$ cat config.mk
export PLATFORM = sky130hd
export DESIGN_NAME = wishbone_arbiter
export DESIGN_NICKNAME = d
export VERILOG_FILES = /design/src/rtl/wishbone_pkg.sv /design/src/rtl/wishbone_watchdog.sv /design/src/rtl/wishbone_arbiter.sv
export SDC_FILE = /design/constraint.sdc
export NUM_CORES = 1
export LEC_CHECK = 0
export CAP_MARGIN = 0
export CORE_AREA = 5 5 124 126
export CTS_CLUSTER_SIZE = 14
export DETAILED_ROUTE_END_ITERATION = 10
export DIE_AREA = 0 0 129 131
export PLACE_DENSITY_LB_ADDON = 0.08
export SLEW_MARGIN = 20
export SYNTH_ARGS = -nofsm -noshare
export SYNTH_HDL_FRONTEND = slang
export SYNTH_HIERARCHICAL = 1
export SYNTH_SLANG_ARGS = --single-unit
$ cat constraint.sdc
create_clock -name clk_i -period 4.9 [get_ports clk_i]
set_input_delay 0.735 -clock clk_i [delete_from_list [all_inputs] [get_ports clk_i]]
set_output_delay 0.735 -clock clk_i [all_outputs]
set_load 0.01 [all_outputs]
$ cat src/rtl/wishbone_pkg.sv
// Shared Wishbone types for the arbiter and later interconnect blocks.
// Address fields are sized for the widest bus; narrower users zero-extend.
package wishbone_pkg;

    localparam int WB_ADR_MAX = 64;
    localparam int WB_DAT_W   = 32;
    localparam int WB_SEL_W   = 4;

    typedef enum logic [1:0] {
        IDLE = 2'd0,
        M0   = 2'd1,
        M1   = 2'd2
    } owner_t;

    typedef struct packed {
        logic                  cyc;
        logic                  stb;
        logic                  we;
        logic [WB_ADR_MAX-1:0] adr;
        logic [WB_SEL_W-1:0]   sel;
        logic [WB_DAT_W-1:0]   dat;
    } wb_req_t;

    typedef struct packed {
        logic [WB_DAT_W-1:0] dat;
        logic                ack;
        logic                err;
        logic                rty;
    } wb_rsp_t;

    // Counter width that holds 0..t; a disabled watchdog still gets one bit.
    function automatic int wd_cnt_width(input int t);
        return (t > 0) ? $clog2(t + 1) : 1;
    endfunction

endpackage

$ cat src/rtl/wishbone_watchdog.sv
// Counts cycles of an unanswered strobe and pulses fire for one cycle when
// the slave has been silent for TIMEOUT_CYCLES cycles. TIMEOUT_CYCLES=0 disables it.
module wishbone_watchdog
    import wishbone_pkg::*;
#(
    parameter int TIMEOUT_CYCLES = 16
) (
    input  logic clk_i,
    input  logic rst_i,
    input  logic active,
    input  logic terminated,
    output logic fire
);

    generate
        if (TIMEOUT_CYCLES == 0) begin : g_off
            logic w_unused;
            assign w_unused = clk_i ^ rst_i ^ active ^ terminated;
            assign fire     = 1'b0;
        end else begin : g_on
            localparam int            CW      = wd_cnt_width(TIMEOUT_CYCLES);
            localparam logic [CW-1:0] LIMIT   = CW'(TIMEOUT_CYCLES);
            localparam logic [CW-1:0] FIRE_AT = CW'(TIMEOUT_CYCLES - 1);

            logic [CW-1:0] r_cnt;
            logic          r_fire;

            always_ff @(posedge clk_i or negedge rst_i) begin
                if (!rst_i) begin
                    r_cnt  <= '0;
                    r_fire <= 1'b0;
                end else begin
                    r_fire <= active && !terminated && (r_cnt == FIRE_AT);
                    if (r_fire || !active || terminated)
                        r_cnt <= '0;
                    else if (r_cnt != LIMIT)
                        r_cnt <= r_cnt + 1'b1;
                end
            end

            assign fire = r_fire;
        end
    endgenerate

endmodule

$ cat src/rtl/wishbone_arbiter.sv
// Two-master / one-slave Wishbone arbiter: round-robin per bus cycle, grant held
// for the whole cyc, combinational routing once granted, watchdog-forced err.
module wishbone_arbiter
    import wishbone_pkg::*;
#(
    parameter int TIMEOUT_CYCLES = 16,
    parameter int ADDR_WIDTH     = 32
) (
    input  logic                  clk_i,
    input  logic                  rst_i,
    input  logic                  m0_cyc_i,
    input  logic                  m0_stb_i,
    input  logic                  m0_we_i,
    input  logic [ADDR_WIDTH-1:0] m0_adr_i,
    input  logic [3:0]            m0_sel_i,
    input  logic [31:0]           m0_dat_i,
    output logic [31:0]           m0_dat_o,
    output logic                  m0_ack_o,
    output logic                  m0_err_o,
    output logic                  m0_rty_o,
    input  logic                  m1_cyc_i,
    input  logic                  m1_stb_i,
    input  logic                  m1_we_i,
    input  logic [ADDR_WIDTH-1:0] m1_adr_i,
    input  logic [3:0]            m1_sel_i,
    input  logic [31:0]           m1_dat_i,
    output logic [31:0]           m1_dat_o,
    output logic                  m1_ack_o,
    output logic                  m1_err_o,
    output logic                  m1_rty_o,
    output logic                  s_cyc_o,
    output logic                  s_stb_o,
    output logic                  s_we_o,
    output logic [ADDR_WIDTH-1:0] s_adr_o,
    output logic [3:0]            s_sel_o,
    output logic [31:0]           s_dat_o,
    input  logic [31:0]           s_dat_i,
    input  logic                  s_ack_i,
    input  logic                  s_err_i,
    input  logic                  s_rty_i,
    output logic [1:0]            grant_o,
    output logic                  timeout_o
);

    owner_t  r_owner, w_owner_nxt;
    logic    r_last,  w_last_nxt;
    wb_req_t w_m0, w_m1, w_req;
    wb_rsp_t w_rsp, w_rsp0, w_rsp1;
    logic    w_active, w_term, w_fire, w_unused_adr;

    always_comb begin
        w_m0     = '0;
        w_m0.cyc = m0_cyc_i;
        w_m0.stb = m0_stb_i;
        w_m0.we  = m0_we_i;
        w_m0.sel = m0_sel_i;
        w_m0.dat = m0_dat_i;
        w_m0.adr[ADDR_WIDTH-1:0] = m0_adr_i;
        w_m1     = '0;
        w_m1.cyc = m1_cyc_i;
        w_m1.stb = m1_stb_i;
        w_m1.we  = m1_we_i;
        w_m1.sel = m1_sel_i;
        w_m1.dat = m1_dat_i;
        w_m1.adr[ADDR_WIDTH-1:0] = m1_adr_i;
    end

    // Request seen by the slave is selected only by the registered owner,
    // so an idle bus never exposes a master's cyc combinationally.
    always_comb begin
        case (r_owner)
            M0:      w_req = w_m0;
            M1:      w_req = w_m1;
            default: w_req = '0;
        endcase
    end

    // Re-arbitrate whenever the current owner is not holding cyc; this gives
    // zero-dead-cycle handover when the other master is already waiting.
    always_comb begin
        w_owner_nxt = r_owner;
        w_last_nxt  = r_last;
        if (!w_req.cyc) begin
            if (m0_cyc_i && (!m1_cyc_i || r_last)) begin
                w_owner_nxt = M0;
                w_last_nxt  = 1'b0;
            end else if (m1_cyc_i) begin
                w_owner_nxt = M1;
                w_last_nxt  = 1'b1;
            end else begin
                w_owner_nxt = IDLE;
            end
        end
    end

    always_ff @(posedge clk_i or negedge rst_i) begin
        if (!rst_i) begin
            r_owner <= IDLE;
            r_last  <= 1'b1;
        end else begin
            r_owner <= w_owner_nxt;
            r_last  <= w_last_nxt;
        end
    end

    assign w_active = w_req.cyc & w_req.stb;
    assign w_term   = s_ack_i | s_err_i | s_rty_i;

    wishbone_watchdog #(
        .TIMEOUT_CYCLES (TIMEOUT_CYCLES)
    ) u_wd (
        .clk_i      (clk_i),
        .rst_i      (rst_i),
        .active     (w_active),
        .terminated (w_term),
        .fire       (w_fire)
    );

    // A forced timeout masks any late slave termination in the same cycle.
    always_comb begin
        w_rsp.dat = s_dat_i;
        w_rsp.ack = s_ack_i & ~w_fire;
        w_rsp.err = s_err_i | w_fire;
        w_rsp.rty = s_rty_i & ~w_fire;
    end

    assign w_rsp0 = (r_owner == M0) ? w_rsp : '0;
    assign w_rsp1 = (r_owner == M1) ? w_rsp : '0;

    assign m0_dat_o = w_rsp0.dat;
    assign m0_ack_o = w_rsp0.ack;
    assign m0_err_o = w_rsp0.err;
    assign m0_rty_o = w_rsp0.rty;
    assign m1_dat_o = w_rsp1.dat;
    assign m1_ack_o = w_rsp1.ack;
    assign m1_err_o = w_rsp1.err;
    assign m1_rty_o = w_rsp1.rty;

    assign s_cyc_o = w_req.cyc;
    assign s_stb_o = w_req.stb & ~w_fire;
    assign s_we_o  = w_req.we;
    assign s_adr_o = w_req.adr[ADDR_WIDTH-1:0];
    assign s_sel_o = w_req.sel;
    assign s_dat_o = w_req.dat;

    assign w_unused_adr = ^w_req.adr;

    assign grant_o   = {r_owner == M1, r_owner == M0};
    assign timeout_o = w_fire;

endmodule

==> results of run 1 <==
state kept, by name, indices dropped and copies added (netlist names):
name and count:
u_wd/g_on.r_cnt 5, r_owner 2, r_last 1, u_wd/fire 1
per-stage QoR:
step / instance area (um^2) / worst slack (ns) / hold slack [ns] / utilization [%] / std cells
3_5_place_dp: 5340 / 1.60 / 0.569 / 37.6 / 773
5_1_grt: 5430 / 1.15 / 0.615 / 38.2 / 777
3_3_place_gp: 5340 / 1.64 / 0.559 / 37.6 / 773
4_1_cts: 5420 / 1.35 / 0.582 / 38.2 / 777
2_1_floorplan: 2030 / 2.80 / 0.439 / - / 295
6_report: 5430 / 1.38 / 0.587 / 38.2 / 777
worst paths after layout:
| kind | end | slack, ns | cells after the start |
|---|---|---|---|
| hold reg to reg | r_last$_DFFE_PN1P_ | 0.59 | 2 |
| min in group asynchronous | u_wd/g_on.r_cnt[3]$_DFFE_PN0P_ | 0.84 | 1 |
| max in group asynchronous | r_last$_DFFE_PN1P_ | 3.70 | 1 |
| setup / recovery | s_sel_o[2] | 1.38 | 6 |
| hold / removal | r_last$_DFFE_PN1P_ | 0.59 | 2 |
| setup reg to reg | u_wd/g_on.r_cnt[4]$_DFFE_PN0P_ | 2.00 | 7 |
worst register-to-register path, cell delays in order (launching register included):
cell and delay (ns):
dfrtp_1 0.40, inv_1 0.16, ha_2 0.18, buf_4 0.61
a22oi_1 0.33, nor3_1 0.52, or3b_1 0.42, o21ba_1 0.22
final cells by class:
| type | instances | share of cell area [%] |
|---|---|---|
| well taps | 184 | 4.24 |
| repair buffers | 325 | 59.8 |
| flip-flops and latches | 9 | 4.17 |
| multi-input cells | 248 | 29.9 |
| inverters | 7 | 0.484 |
| clock buffers | 4 | 1.45 |
routing by layer:
layer  track usage [%]  vias to the layer above
li1                  -                     1637
met1              15.3                     1569
met2              29.8                      183
met3              5.77                       14
met4              2.90                        0
met5                 0                        -
kinds of logic after synthesis:
logic type	Yosys count
and+or+nand+nor	156
muxes	5
adders and majority gates	6
xor gates and xnor gates	1
buffers and inverters	38
DFF	9
AOI/OAI and AO/OA	80
cells in the mapped netlist (all sizes together):
| cell type | instances | share of area (%) |
|---|---|---|
| a22oi | 71 | 27 |
| nor2 | 70 | 13 |
| and2 | 64 | 20 |
| buf | 21 | 6.9 |
| clkbuf | 10 | 1.9 |
| dfrtp | 8 | 9.9 |
| inv | 7 | 1.3 |
| ha | 6 | 3.7 |
| and3b | 5 | 2.2 |
| mux2 | 4 | 2.4 |
| nor3 | 4 | 0.99 |
| a21oi | 3 | 0.93 |
| nor4bb | 3 | 1.5 |
| and4bb | 2 | 1.2 |
| nand3 | 2 | 0.49 |
| nor4b | 2 | 0.86 |
| o21a | 2 | 0.74 |
| o21ai | 2 | 0.49 |
| a211oi | 1 | 0.37 |
| and3 | 1 | 0.31 |
| dfstp | 1 | 1.3 |
| mux2i | 1 | 0.49 |
| nand2b | 1 | 0.31 |
| o21ba | 1 | 0.49 |
| or3 | 1 | 0.31 |
| or3b | 1 | 0.43 |
| xnor2 | 1 | 0.43 |
power by group through the flow:
stage	clock (mW)	sequential [mW]	combinational (mW)
floorplan	0	0.0965	0.747
global placement	0	0.0991	1.57
detailed placement	0	0.100	1.57
CTS	0.147	0.0990	1.58
global route	0.152	0.102	1.68
finish	0.142	0.101	1.55
==> impl_metrics.env, run 1 <==
export IMPL_io_buffers=322
export IMPL_synth_avg_cell_area_um2=6.87
export IMPL_grt_pass1_wl_mm=20.1
export IMPL_powerDensity_nw_per_um2=331
export IMPL_r2r_start="r_owner[0]$_DFFE_PN0N_"
export IMPL_wl_met1_mm=4.93
export IMPL_die_h_um=131
export IMPL_first_pass_iters=4
export IMPL_synthSimpleGateAreaFrac_pct=41.7
export IMPL_grt_setup_unrepaired="false"
export IMPL_synth_fp_nets=480
export IMPL_cts_repair_resized=0
export IMPL_root_buffer="clkbuf_16"
export IMPL_fin_crit_sh_pct=71.8
export IMPL_grt_max_degree=77
export IMPL_switching_share_pct=44.0
export IMPL_drc_errors=0
export IMPL_synth_adder_area_share_pct=3.71
export IMPL_min_path_type="reg2reg"
export IMPL_cts_num_sinks=9
export IMPL_gp_congestion=0.862
export IMPL_drt_initial_drc_count=93
export IMPL_io_pins=323
export IMPL_finalSetupViolCount=0
export IMPL_crit_start="r_owner[1]$_DFFE_PN0N_"
export IMPL_synthMuxAreaShare_pct=2.90
export IMPL_critPathCaptureType="primary output"
export IMPL_clk_latency_ns=0.23
export IMPL_clkPwrFrac_pct=7.9
export IMPL_crit_slowest_cell="buf_4"
export IMPL_drive_gt1_share_pct=3.20
export IMPL_grt_overflow=0
export IMPL_register_area_um2=226
export IMPL_max_stage_delay_ns=0.57
export IMPL_synth_xor_area_share_pct=0.432
export IMPL_p_leak_nw=2.01
export IMPL_drv_slew=0
export IMPL_synth_compound_area_share_pct=30.0
export IMPL_crit_family="buffers and inverters"
export IMPL_initial_core_util_pct=14.3
export IMPL_hp_start="r_last$_DFFE_PN1P_"
export IMPL_cts_setup_buffers=0
export IMPL_netSwitchingPower_mw=0.790
export IMPL_cts_tree="built"
export IMPL_dp_hpwl_mm=11.5
export IMPL_vias=3403
export IMPL_h_tree_depth=1
export IMPL_vdd_drop_max_mv=0.153
export IMPL_num_rows=44
export IMPL_start_kind="flop"
export IMPL_synth_seq_area_share_pct=11.2
export IMPL_p_comb_share_pct=86.5
export IMPL_layout_common_cells="322 x clkdlybuf4s50_1, 70 x a22oi_1, 69 x nor2_1"
export IMPL_worstMarginPinSlew_ns=0.852
export IMPL_synth_top_family_by_area="simple AND/OR/NAND/NOR gates"
export IMPL_ys_ff_latch=9
export IMPL_power_total_mw=1.80
export IMPL_fillers=1448
export IMPL_drt_antenna_violating_nets=0
export IMPL_crit_required_ns=4.16
export IMPL_routed_via_density=4.38
export IMPL_totalWireLength_mm=14.2
export IMPL_syn_to_final_growth_pct=168
export IMPL_period_minus_slack_ns=3.52
export IMPL_final_net_count=779
export IMPL_fmax_mhz=284
export IMPL_wl_met2_mm=7.45
export IMPL_coreArea_um2=14200
export IMPL_hold_viol=0
export IMPL_skew_ns=0.00272
export IMPL_antenna_found_initial=0
export IMPL_status="finished, final reports clean"
export IMPL_ys_warn_count=6
export IMPL_path_clk_slew_ns=0.04
export IMPL_cts_inserted_buffers=3
export IMPL_multiInputGateArea_um2=1620
export IMPL_cts_path_max_buffers=2
export IMPL_maxCapViolations=0
export IMPL_ys_types=33
export IMPL_wl_met3_mm=1.61
export IMPL_netlist_area_um2=2030
export IMPL_postCtsHoldBufs=0
export IMPL_critPathBufInv=3
export IMPL_slew_headroom_pct=43.2
export IMPL_wl_per_cell_um=18.3
export IMPL_p_int_mw=1.01
export IMPL_die_x_um=129
export IMPL_seqPwrFrac_pct=5.6
export IMPL_path_class="reg2out"
export IMPL_worstPathMaxFanout=62
export IMPL_grt_pass1_vias=3428
export IMPL_final_common_cell="clkdlybuf4s50_1"
export IMPL_grt_use_total_pct=15.2
export IMPL_die_area_um2=16900
export IMPL_cp_data_arrival_time_ns=2.78
export IMPL_highest_layer="met4"
export IMPL_fin_setup_tns_ns=0
export IMPL_antenna_cells=0
export IMPL_path_cells="inv_1 -> ha_4 -> buf_4 -> a22oi_1 -> nor2_1 -> clkdlybuf4s50_1"
export IMPL_synth_cells=295
No activity file was read; power rests on OpenSTA's default activity.
==> run 2: changes to the inputs <==
- CORE_AREA: 5 5 124 126 -> 5 5 122 124
- DIE_AREA: 0 0 129 131 -> 0 0 127 129
- clock period: 4.9 -> 3.4 ns (I/O delays scaled with it)
==> impl_metrics.env, run 2 (synthesized netlist as in run 1, its figures left out) <==
export IMPL_path_class="reg2out"
export IMPL_drt_antenna_violating_nets=0
export IMPL_layout_common_cells="322 x clkdlybuf4s50_1, 70 x a22oi_1, 69 x nor2_1"
export IMPL_period_minus_slack_ns=2.95
export IMPL_p_leak_nw=2.05
export IMPL_path_cells="inv_1 -> ha_2 -> buf_4 -> nor2_1 -> clkdlybuf4s50_1"
export IMPL_cts_tree="built"
export IMPL_crit_slowest_cell="ha_2"
export IMPL_drt_initial_drc_count=187
export IMPL_cts_path_max_buffers=2
export IMPL_critPathCaptureType="primary output"
export IMPL_h_tree_depth=1
export IMPL_drv_slew=0
export IMPL_grt_use_total_pct=16.5
export IMPL_grt_overflow=0
export IMPL_max_stage_delay_ns=0.70
export IMPL_top_register="u_wd/g_on.r_cnt"
export IMPL_antenna_found_initial=1
export IMPL_io_buffers=322
export IMPL_vias=3379
export IMPL_drive_gt1_share_pct=4.01
export IMPL_die_h_um=129
export IMPL_largest_reg_flops=5
export IMPL_vdd_drop_max_mv=0.207
export IMPL_crit_required_ns=2.89
export IMPL_critPathBufInv=3
export IMPL_dp_hpwl_mm=12.3
export IMPL_worstMarginPinSlew_ns=0.580
export IMPL_final_util_pct=40.3
export IMPL_postCtsHoldBufs=0
export IMPL_powerDensity_nw_per_um2=488
export IMPL_status="finished, final reports clean"
export IMPL_path_clk_slew_ns=0.04
export IMPL_wl_per_cell_um=19.1
export IMPL_cts_inserted_buffers=3
export IMPL_root_buffer="clkbuf_16"
export IMPL_grt_pass1_wl_mm=21.1
export IMPL_die_x_um=127
export IMPL_coreArea_um2=13700
export IMPL_die_area_um2=16400
export IMPL_slew_headroom_pct=61.4
export IMPL_grt_pass1_vias=3390
export IMPL_routed_via_density=4.34
export IMPL_io_pins=323
export IMPL_totalWireLength_mm=14.9
export IMPL_final_common_cell="clkdlybuf4s50_1"
export IMPL_skew_ns=0.00229
export IMPL_clk_latency_ns=0.23
export IMPL_cts_repair_resized=0
export IMPL_start_kind="flop"
export IMPL_fmax_mhz=338
export IMPL_fin_setup_tns_ns=0
export IMPL_drc_errors=0
export IMPL_syn_to_final_growth_pct=172
export IMPL_cp_data_arrival_time_ns=2.44
export IMPL_first_pass_iters=4
export IMPL_gp_congestion=0.899
export IMPL_finalSetupViolCount=0
export IMPL_grt_max_degree=51
export IMPL_cts_num_sinks=9
export IMPL_hold_viol=0
export IMPL_maxCapViolations=0
export IMPL_worstPathMaxFanout=27
export IMPL_crit_family="buffers and inverters"
export IMPL_num_rows=43
export IMPL_cts_setup_buffers=0
export IMPL_min_path_type="in2async"
export IMPL_top_regs="u_wd/g_on.r_cnt: 5 flops, r_owner: 2 flops"
export IMPL_initial_core_util_pct=14.8
export IMPL_grt_setup_unrepaired="false"
export IMPL_fin_crit_sh_pct=86.9
export IMPL_final_net_count=784
## run 2: path summary, 6_finish.rpt
| check | from | endpoint | slack [ns] | cells after the start |
|---|---|---|---|---|
| setup / recovery | r_owner[0]$_DFFE_PN0N_ | s_dat_o[21] | 0.45 | 5 |
| hold / removal | rst_i | u_wd/fire$_DFF_PN0_ | 0.59 | 1 |
| setup reg to reg | r_owner[0]$_DFFE_PN0N_ | u_wd/g_on.r_cnt[4]$_DFFE_PN0P_ | 0.91 | 8 |
| hold reg to reg | r_last$_DFFE_PN1P_ | r_last$_DFFE_PN1P_ | 0.60 | 2 |
| max in group asynchronous | rst_i | r_last$_DFFE_PN1P_ | 2.49 | 1 |
| min in group clk_i | r_last$_DFFE_PN1P_ | r_last$_DFFE_PN1P_ | 0.60 | 2 |
## run 2: area by class of cell
type / count / area, um^2
Multi-Input combinational cell: 248 / 1610
Inverter: 7 / 26.3
Tap cell: 180 / 225
Fill cell: 1411 / 8160
Timing Repair Buffer: 330 / 3330
Antenna cell: 1 / 2.50
Sequential cell: 9 / 226
Clock buffer: 4 / 78.8
## run 2: power breakdown
part	total, mW	leakage (nW)	switching [mW]	internal [mW]
logic	2.33	1.89	1.11	1.23
clock network	0.207	0.0382	0.0506	0.157
registers	0.145	0.119	0.0187	0.126
## run 2: layer usage
layer	wire, um	global-route usage (%)	vias up	share of wire [%]
li1	-	-	1648	-
met1	5200	17.0	1552	35
met2	8070	33.0	163	54
met3	1290	5.02	16	8.7
met4	305	3.03	0	2.1
met5	0	0	-	0
## run 2: worst reg2reg max path, stage by stage (launching register included)
cell and delay, ns:
dfrtp_1 0.40, inv_1 0.12, ha_2 0.57, buf_12 0.26, a22oi_4 0.10, nor3_1 0.20
buf_4 0.18, or3b_1 0.37, o21ba_1 0.22
## run 2: per-stage QoR
step,setup slack (ns),instances,power (mW),hold WS [ns],instance area (um^2)
floorplan,1.40,295,1.22,0.214,2030
detailed placement,0.657,774,2.53,0.589,5420
global route,0.307,779,2.88,0.636,5510
CTS,0.390,778,2.75,0.598,5500
global placement,0.674,774,2.52,0.570,5420
finish,0.445,779,2.69,0.587,5510
==> run 3: changes to the inputs <==
- CORE_AREA: 5 5 122 124 -> 5 5 124 126
- DIE_AREA: 0 0 127 129 -> 0 0 129 131
- clock period: 3.4 -> 2.7 ns (I/O delays scaled with it)
==> impl_metrics.env, run 3 (synthesized netlist as in run 1, its figures left out) <==
export IMPL_postCtsHoldBufs=0
export IMPL_worstRegToRegCells=8
export IMPL_cts_tree="built"
export IMPL_io_buffers=322
export IMPL_totalWireLength_mm=14.1
export IMPL_vias=3399
export IMPL_fin_crit_sh_pct=94.1
export IMPL_fin_setup_tns_ns=0
export IMPL_root_buffer="clkbuf_16"
export IMPL_antenna_cells=0
export IMPL_first_pass_iters=4
export IMPL_grt_overflow=0
export IMPL_io_pins=323
export IMPL_crit_slowest_cell="clkdlybuf4s50_1"
export IMPL_cts_num_sinks=9
export IMPL_routed_via_density=4.35
export IMPL_min_path_type="in2async"
export IMPL_dpl_cell_count=778
export IMPL_path_class="reg2out"
export IMPL_initial_core_util_pct=14.3
export IMPL_finalInstanceArea_um2=5510
export IMPL_critPathBufInv=3
export IMPL_finalSetupViolCount=0
export IMPL_cp_depth=6
export IMPL_cts_repair_resized=0
export IMPL_drv_slew=0
export IMPL_num_rows=44
export IMPL_maxCapViolations=0
export IMPL_skew_ns=0.00289
export IMPL_largest_reg_flops=5
export IMPL_h_tree_depth=1
export IMPL_slew_headroom_pct=71.6
export IMPL_vdd_drop_max_mv=0.435
export IMPL_drive_gt1_share_pct=4.01
export IMPL_gp_congestion=0.836
export IMPL_antenna_found_initial=0
export IMPL_top_register="u_wd/g_on.r_cnt"
export IMPL_dpl_cell_area_um2=5430
export IMPL_hold_viol=0
export IMPL_syn_to_final_growth_pct=172
export IMPL_cts_path_max_buffers=2
export IMPL_top_regs="u_wd/g_on.r_cnt: 5 flops, r_owner: 2 flops"
export IMPL_dp_hpwl_mm=11.6
export IMPL_crit_family="buffers and inverters"
export IMPL_period_minus_slack_ns=2.54
export IMPL_clk_latency_ns=0.24
export IMPL_p_leak_nw=2.05
export IMPL_cts_setup_buffers=0
export IMPL_cp_data_arrival_time_ns=2.13
export IMPL_path_cells="inv_1 -> ha_4 -> buf_12 -> a22oi_1 -> nor2_1 -> clkdlybuf4s50_1"
export IMPL_crit_required_ns=2.30
export IMPL_drt_antenna_violating_nets=0
export IMPL_coreArea_um2=14200
export IMPL_die_x_um=129
export IMPL_status="finished, final reports clean"
export IMPL_grt_max_degree=64
export IMPL_cts_inserted_buffers=3
export IMPL_path_clk_slew_ns=0.04
export IMPL_layout_common_cells="322 x clkdlybuf4s50_1, 70 x a22oi_1, 69 x nor2_1"
export IMPL_die_h_um=131
export IMPL_grt_pass1_vias=3417
export IMPL_start_kind="flop"
export IMPL_grt_use_total_pct=15.0
export IMPL_die_area_um2=16900
export IMPL_critPathCaptureType="primary output"
export IMPL_worstPathMaxFanout=44
export IMPL_grt_pass1_wl_mm=19.7
export IMPL_fin_cells=782
export IMPL_powerDensity_nw_per_um2=606
export IMPL_grt_setup_unrepaired="false"
export IMPL_final_net_count=784
export IMPL_final_common_cell="clkdlybuf4s50_1"
export IMPL_drc_errors=0
export IMPL_max_stage_delay_ns=0.57
export IMPL_worstMarginPinSlew_ns=0.426
export IMPL_wl_per_cell_um=18.0
export IMPL_ff2ff_setup_slack_ns=0.47
export IMPL_drt_initial_drc_count=78
export IMPL_fmax_mhz=394
run 3: changes by cell type in the layout (fill, tap and decap cells not counted):
| cell | change |
|---|---|
| diode_2 | -1 |
run 3: where the power goes:
group | switching, mW | internal [mW] | total (mW) | leakage (nW)
combinational | 1.36 | 1.54 | 2.90 | 1.89
sequential | 0.0213 | 0.159 | 0.180 | 0.119
clock | 0.0660 | 0.197 | 0.263 | 0.0382
total | 1.45 | 1.89 | 3.34 | 2.05
run 3: layout make-up:
class	instances	area [um^2]
clock buffers	4	78.8
fillers	1467	8700
inverters	7	26.3
multi-input cells	248	1610
flip-flops and latches	9	226
well taps	184	230
repair buffers	330	3330
run 3: path summary, 6_finish.rpt:
path / from / to
worst max-delay path: r_owner[1]$_DFFE_PN0N_ / s_dat_o[6]
worst min-delay path: rst_i / u_wd/g_on.r_cnt[0]$_DFFE_PN0P_
worst max register to register: r_owner[0]$_DFFE_PN0N_ / u_wd/g_on.r_cnt[0]$_DFFE_PN0P_
worst min register to register: r_last$_DFFE_PN1P_ / r_last$_DFFE_PN1P_
max in group asynchronous: rst_i / r_last$_DFFE_PN1P_
min in group clk_i: r_last$_DFFE_PN1P_ / r_last$_DFFE_PN1P_
run 3: layer usage:
| metal | track usage (%) | share of wire, % | up-vias |
|---|---|---|---|
| li1 | - | - | 1647 |
| met1 | 14.8 | 34 | 1533 |
| met2 | 28.5 | 52 | 198 |
| met3 | 5.93 | 11 | 21 |
| met4 | 4.88 | 2.7 | 0 |
| met5 | 0 | 0 | - |
run 3: metrics by stage:
step / utilization [%] / worst slack (ns) / power [mW] / hold WS, ns
floorplan: - / 0.705 / 1.53 / 0.109
global placement: 38.2 / 0.399 / 3.13 / 0.567
detailed placement: 38.2 / 0.388 / 3.14 / 0.582
CTS: 38.8 / 0.135 / 3.41 / 0.494
global route: 38.8 / 0.0326 / 3.59 / 0.517
finish: 38.8 / 0.160 / 3.34 / 0.473
